### src/rtl/cle_pkg.sv
// cle_pkg: shared widths and state encoding for the CLE label SRAM scheduler.
package cle_pkg;
   localparam int ADDR_W    = 10;
   localparam int DATA_W    = 8;
   localparam int MEM_DEPTH = 1024;
   typedef enum logic {CLEAR, ARB} state_t;
endpackage

### src/rtl/cle_clear_seq.sv
// cle_clear_seq: zero-sweep address counter with a sticky done flag.
module cle_clear_seq import cle_pkg::*; (
   input  logic              clk,
   input  logic              reset,
   input  logic              i_en,
   output logic [ADDR_W-1:0] o_addr,
   output logic              o_last,
   output logic              o_done
);
   logic [ADDR_W-1:0] r_addr;
   logic              r_done;
   always_ff @(posedge clk or posedge reset)
      if (reset) begin
         r_addr <= '0;
         r_done <= 1'b0;
      end else if (i_en) begin
         r_addr <= r_addr + 1'b1;
         r_done <= r_done | o_last;
      end
   assign o_addr = r_addr;
   assign o_last = r_addr == ADDR_W'(MEM_DEPTH - 1);
   assign o_done = r_done;
endmodule

### src/rtl/cle_sram_sched.sv
// cle_sram_sched: single-port label SRAM arbiter (write priority, starvation-guarded reads).
// Define CLE_SRAM_CLEAR_EN to zero-sweep the SRAM after reset before opening the ports.
module cle_sram_sched import cle_pkg::*; #(
   parameter logic [3:0] STARVE_MAX = 4'd4
) (
   input  logic              clk,
   input  logic              reset,
   input  logic              w_valid,
   output logic              w_ready,
   input  logic [ADDR_W-1:0] w_addr,
   input  logic [DATA_W-1:0] w_data,
   input  logic              r_valid,
   output logic              r_ready,
   input  logic [ADDR_W-1:0] r_addr,
   output logic              rsp_valid,
   output logic [DATA_W-1:0] rsp_data,
   output logic [ADDR_W-1:0] mem_a,
   output logic [DATA_W-1:0] mem_d,
   output logic              mem_wen,
   input  logic [DATA_W-1:0] mem_q,
   output logic              clear_done
);
   state_t            r_state, w_next;
   logic [3:0]        r_starve;
   logic              r_rd1, r_rd2, r_rsp_valid, r_mem_wen;
   logic [DATA_W-1:0] r_rsp_data, r_mem_d;
   logic [ADDR_W-1:0] r_mem_a, w_sweep_addr;
   logic              w_in_arb, w_clearing, w_force_r, w_w_acc, w_r_acc;
   logic              w_sweep_last, w_clear_done;

`ifdef CLE_SRAM_CLEAR_EN
   localparam state_t RST_STATE = CLEAR;
   cle_clear_seq u_clear (
      .clk    (clk),
      .reset  (reset),
      .i_en   (w_clearing),
      .o_addr (w_sweep_addr),
      .o_last (w_sweep_last),
      .o_done (w_clear_done)
   );
`else
   localparam state_t RST_STATE = ARB;
   assign w_sweep_addr = '0;
   assign w_sweep_last = 1'b0;
   assign w_clear_done = 1'b1;
`endif

   always_comb begin
      w_in_arb   = r_state == ARB;
      w_clearing = r_state == CLEAR;
      w_force_r  = w_in_arb && r_valid && r_starve == STARVE_MAX;
      w_ready    = w_in_arb && !w_force_r;
      r_ready    = w_in_arb && (!w_valid || w_force_r);
      w_w_acc    = w_valid && w_ready;
      w_r_acc    = r_valid && r_ready;
      w_next     = (w_clearing && w_sweep_last) ? ARB : r_state;
   end

   always_ff @(posedge clk or posedge reset)
      if (reset) r_state <= RST_STATE;
      else       r_state <= w_next;

   always_ff @(posedge clk or posedge reset)
      if (reset) begin
         r_mem_a     <= '0;
         r_mem_d     <= '0;
         r_mem_wen   <= 1'b1;
         r_rd1       <= 1'b0;
         r_rd2       <= 1'b0;
         r_rsp_valid <= 1'b0;
         r_rsp_data  <= '0;
         r_starve    <= '0;
      end else begin
         r_mem_a     <= w_clearing ? w_sweep_addr : w_w_acc ? w_addr : w_r_acc ? r_addr : r_mem_a;
         r_mem_d     <= w_clearing ? '0 : w_w_acc ? w_data : r_mem_d;
         r_mem_wen   <= !(w_clearing || w_w_acc);
         // Read return: SRAM samples mem_a one edge later, q is captured the edge after that
         r_rd1       <= w_r_acc;
         r_rd2       <= r_rd1;
         r_rsp_valid <= r_rd2;
         if (r_rd2) r_rsp_data <= mem_q;
         r_starve    <= (w_in_arb && r_valid && !r_ready) ?
                        ((r_starve == STARVE_MAX) ? r_starve : r_starve + 1'b1) : '0;
      end

   assign mem_a      = r_mem_a;
   assign mem_d      = r_mem_d;
   assign mem_wen    = r_mem_wen;
   assign rsp_valid  = r_rsp_valid;
   assign rsp_data   = r_rsp_data;
   assign clear_done = w_clear_done;
endmodule

### config.mk
export PLATFORM = sky130hd
export DESIGN_NAME = cle_sram_sched
export DESIGN_NICKNAME = d
export VERILOG_FILES = /design/src/rtl/cle_pkg.sv /design/src/rtl/cle_clear_seq.sv /design/src/rtl/cle_sram_sched.sv
export SDC_FILE = /design/constraint.sdc
export NUM_CORES = 1
export LEC_CHECK = 0
export CORE_AREA = 2 2 67 69
export DETAILED_ROUTE_END_ITERATION = 8
export DIE_AREA = 0 0 69 71
export HOLD_SLACK_MARGIN = 0.12
export PLACE_DENSITY = 0.73
export SLEW_MARGIN = 20
export SYNTH_ARGS = -nofsm -noshare
export SYNTH_HDL_FRONTEND = slang
export SYNTH_SLANG_ARGS = --single-unit
### constraint.sdc
create_clock -name clk -period 1.5 [get_ports clk]
set_clock_uncertainty 0.1 [all_clocks]
set_input_delay 0.45 -clock clk [delete_from_list [all_inputs] [get_ports clk]]
set_output_delay 0.45 -clock clk [all_outputs]
set_load 0.01 [all_outputs]
==> flow_metrics.py <==
metrics = {
    "status": {
        "outcome": "complete, but fails checks",
        "violations": "negative setup slack",
    },
    "setup_path": {
        "required_ns": 0.95,
        "cp.arrival_ns": 1.22,
        "startpoint_type": "flip-flop",
        "regToRegSetupSlack_ns": -0.18,
        "criticalPathCategory": "reg -> out",
        "critPathMaxFanout": 2,
        "endpoint_kind": "output port",
    },
    "placed_design": {
        "place_congestion": 0.746,
        "place_ws_ns": -0.789,
        "placed_cell_area_mm2": 0.00223,
        "dp_cells": 218,
        "io_buffers": 69,
        "hpwl_mm": 2.50,
    },
    "route": {
        "drt-initial-drc-count": 22,
        "avgViaCountPerCell": 4.45,
        "post_drt_wl_per_cell_um": 14.1,
        "vias": 1014,
        "routed_wl_mm": 3.21,
        "drcViolationCount": 0,
        "postRouteAntennaNets": 0,
        "firstDrtPassIters": 3,
    },
    "global_routing": {
        "grt_pass1_vias": 1115,
        "met1_usage_pct": 16.0,
        "grt_use_total_pct": 14.7,
        "grt_util_met3_pct": 7.41,
        "grt_busiest_layer": "met2",
        "grt_first_pass_wirelength_mm": 5.49,
        "antenna_found_initial": 0,
        "gr-total-overflow": 0,
        "grt_use_met2_pct": 25.0,
        "grt_max_degree": 21,
    },
    "yosys": {
        "yosys-top-cells-count": "mux2_2 (35), dfrtp_1 (33), inv_1 (4), nor2_1 (4), buf_6 (3)",
        "synth.most_common_cell": "mux2_2",
        "yosysTopAreaCell": "dfrtp_1",
        "syn_area_mm2": 0.00142,
        "synth_top_area_share_pct": 58.3,
        "synth_flop_cell": "dfrtp_1",
        "synth_edf_count": 0,
        "syn-num-nets": 135,
        "yosys-top-cells-area": "dfrtp_1 (58%), mux2_2 (28%), buf_6 (2.4%)",
        "ys_seq_elements": 34,
        "synth_area_per_cell_um2": 15.2,
        "yosysUniqueCellTypes": 17,
        "ys_seq_area_share_pct": 60.2,
        "synthArstFlopShare_pct": 100,
        "synthCells": 93,
        "yosysWarnings": 0,
    },
    "sta": {
        "hold_viol_final": 0,
        "fin_setup_tns_ns": -3.42,
        "fin_crit_sh_pct": 118,
        "max_freq_mhz": 564,
        "layout_setup_ws_ns": -0.274,
        "final.min_clock_period_ns": 1.77,
        "hold_ws_ns": 0.248,
        "grt_setup_unrepaired": "true",
        "setup_violations": 20,
        "drv_slew": 0,
    },
    "cts": {
        "cts_max_level": 2,
        "worstSkewPairLatency_ns": 0.28,
        "cts_buffers": 5,
        "cts_tree": "yes",
        "cts.hold.buffers_added": 0,
        "cts_sinks": 34,
        "clockBufferDepth": 2,
        "root_buffer": "clkbuf_8",
        "cts.clk_slew.worst_paths_ns": 0.07,
    },
    "final_layout": {
        "diodes": 0,
        "stdcell_count": 228,
        "finish.utilization_pct": 55.7,
        "stdcell_area_mm2": 0.00234,
        "fillCellCount": 357,
        "multi_input_area_um2": 537,
        "final_nets": 217,
        "drive_gt1_share_pct": 37.5,
        "area_growth_pct": 65.3,
        "final-seq-area_um2": 852,
    },
    "run": {
        "maxCapViolCount": 0,
    },
    "power_and_ir_drop": {
        "irDropWorstVdd_uv": 512,
        "p_total_mw": 2.34,
        "p_leak_nw": 1.05,
        "powerDensity_mw_per_mm2": 999,
    },
    "die": {
        "fp.dieW_um": 69,
        "start_util_pct": 33.7,
        "rows": 24,
        "core_mm2": 0.00420,
        "die-area_mm2": 0.00490,
        "num_io_pins": 71,
        "chipHeight_um": 71,
    },
    "hold_path": {
        "min_path_type": "reg -> reg",
    },
}
==> metal layers <==
layer | routed length [um] | vias up
met5 | 0 | -
met1 | 1230 | 488
met3 | 297 | 4
li1 | - | 475
met4 | 36 | 0
met2 | 1650 | 47
==> cell type report <==
type / count / area share [%]
sequential: 34 / 36.4
tap: 52 / 2.78
clock inverter: 3 / 1.71
multi-input combinational: 50 / 22.9
timing repair buffer: 80 / 32.6
clock buffer: 5 / 2.94
inverter: 4 / 0.641
==> registers in the layout, indices dropped and copies added (netlist names) <==
name / flops
mem_a: 10
mem_d: 8
mem_wen: 1
r_rd1: 1
r_rd2: 1
r_starve: 4
rsp_data: 8
rsp_valid: 1
==> critical path: stages (launching register included) <==
cell and delay [ns]:
dfrtp_1 0.39, inv_2 0.07, ha_4 0.14, nand4b_4 0.10, buf_6 0.13, buf_6 0.11
==> power by group <==
part / internal (mW) / total [mW] / leakage, nW / switching [mW]
logic: 0.302 / 0.468 / 0.586 / 0.167
clock network: 0.489 / 0.815 / 0.0579 / 0.326
registers: 1.01 / 1.06 / 0.408 / 0.0472
total: 1.80 / 2.34 / 1.05 / 0.540
==> kinds of logic after synthesis <==
family                   synth area share (%)
flip-flops                               60.2
adder cells (fa/ha/maj)                  1.77
multiplexers                             28.6
buffers and inverters                    4.24
XOR/XNOR                                 1.24
AND/OR/NAND/NOR                          3.71
other                                   0.265
==> cell usage in the layout, fill, tap and decap left out <==
cell type and n:
mux2_4 3, nand3_1 2, clkinv_2 2, clkbuf_8 5
nand4b_4 1, and2_1 1, mux2_1 1, clkdlybuf4s15_1 23
inv_2 2, inv_1 2, bufinv_16 1, buf_2 2
conb_1 1, xor2_1 1, ha_4 1, dlygate4sd2_1 2
xnor2_1 1, clkdlybuf4s50_1 38, ha_1 1, dfrtp_1 33
buf_12 1, clkbuf_2 3, buf_6 2, buf_4 9
nor2_1 4, mux2_2 32, dfstp_2 1, nand2_2 1
==> final timing paths <==
check,from,to,cells after the start
worst min register to register,r_rd1,r_rd2,0
worst max register to register,r_starve[1],mem_d[4],6
max in group asynchronous,reset,mem_a[8],3
worst max-delay path,r_starve[1],w_ready,5
worst min-delay path,r_rd1,r_rd2,0
min in group asynchronous,reset,mem_a[0],3
==> what timing repair did <==
item                                    CTS  global route
hold endpoints to repair                  0             0
pin swaps                                 1             0
gates resized for setup                  65             9
setup buffers                             2             0
endpoints found under the setup margin   49            29
Power figures use the tool's default switching activity.
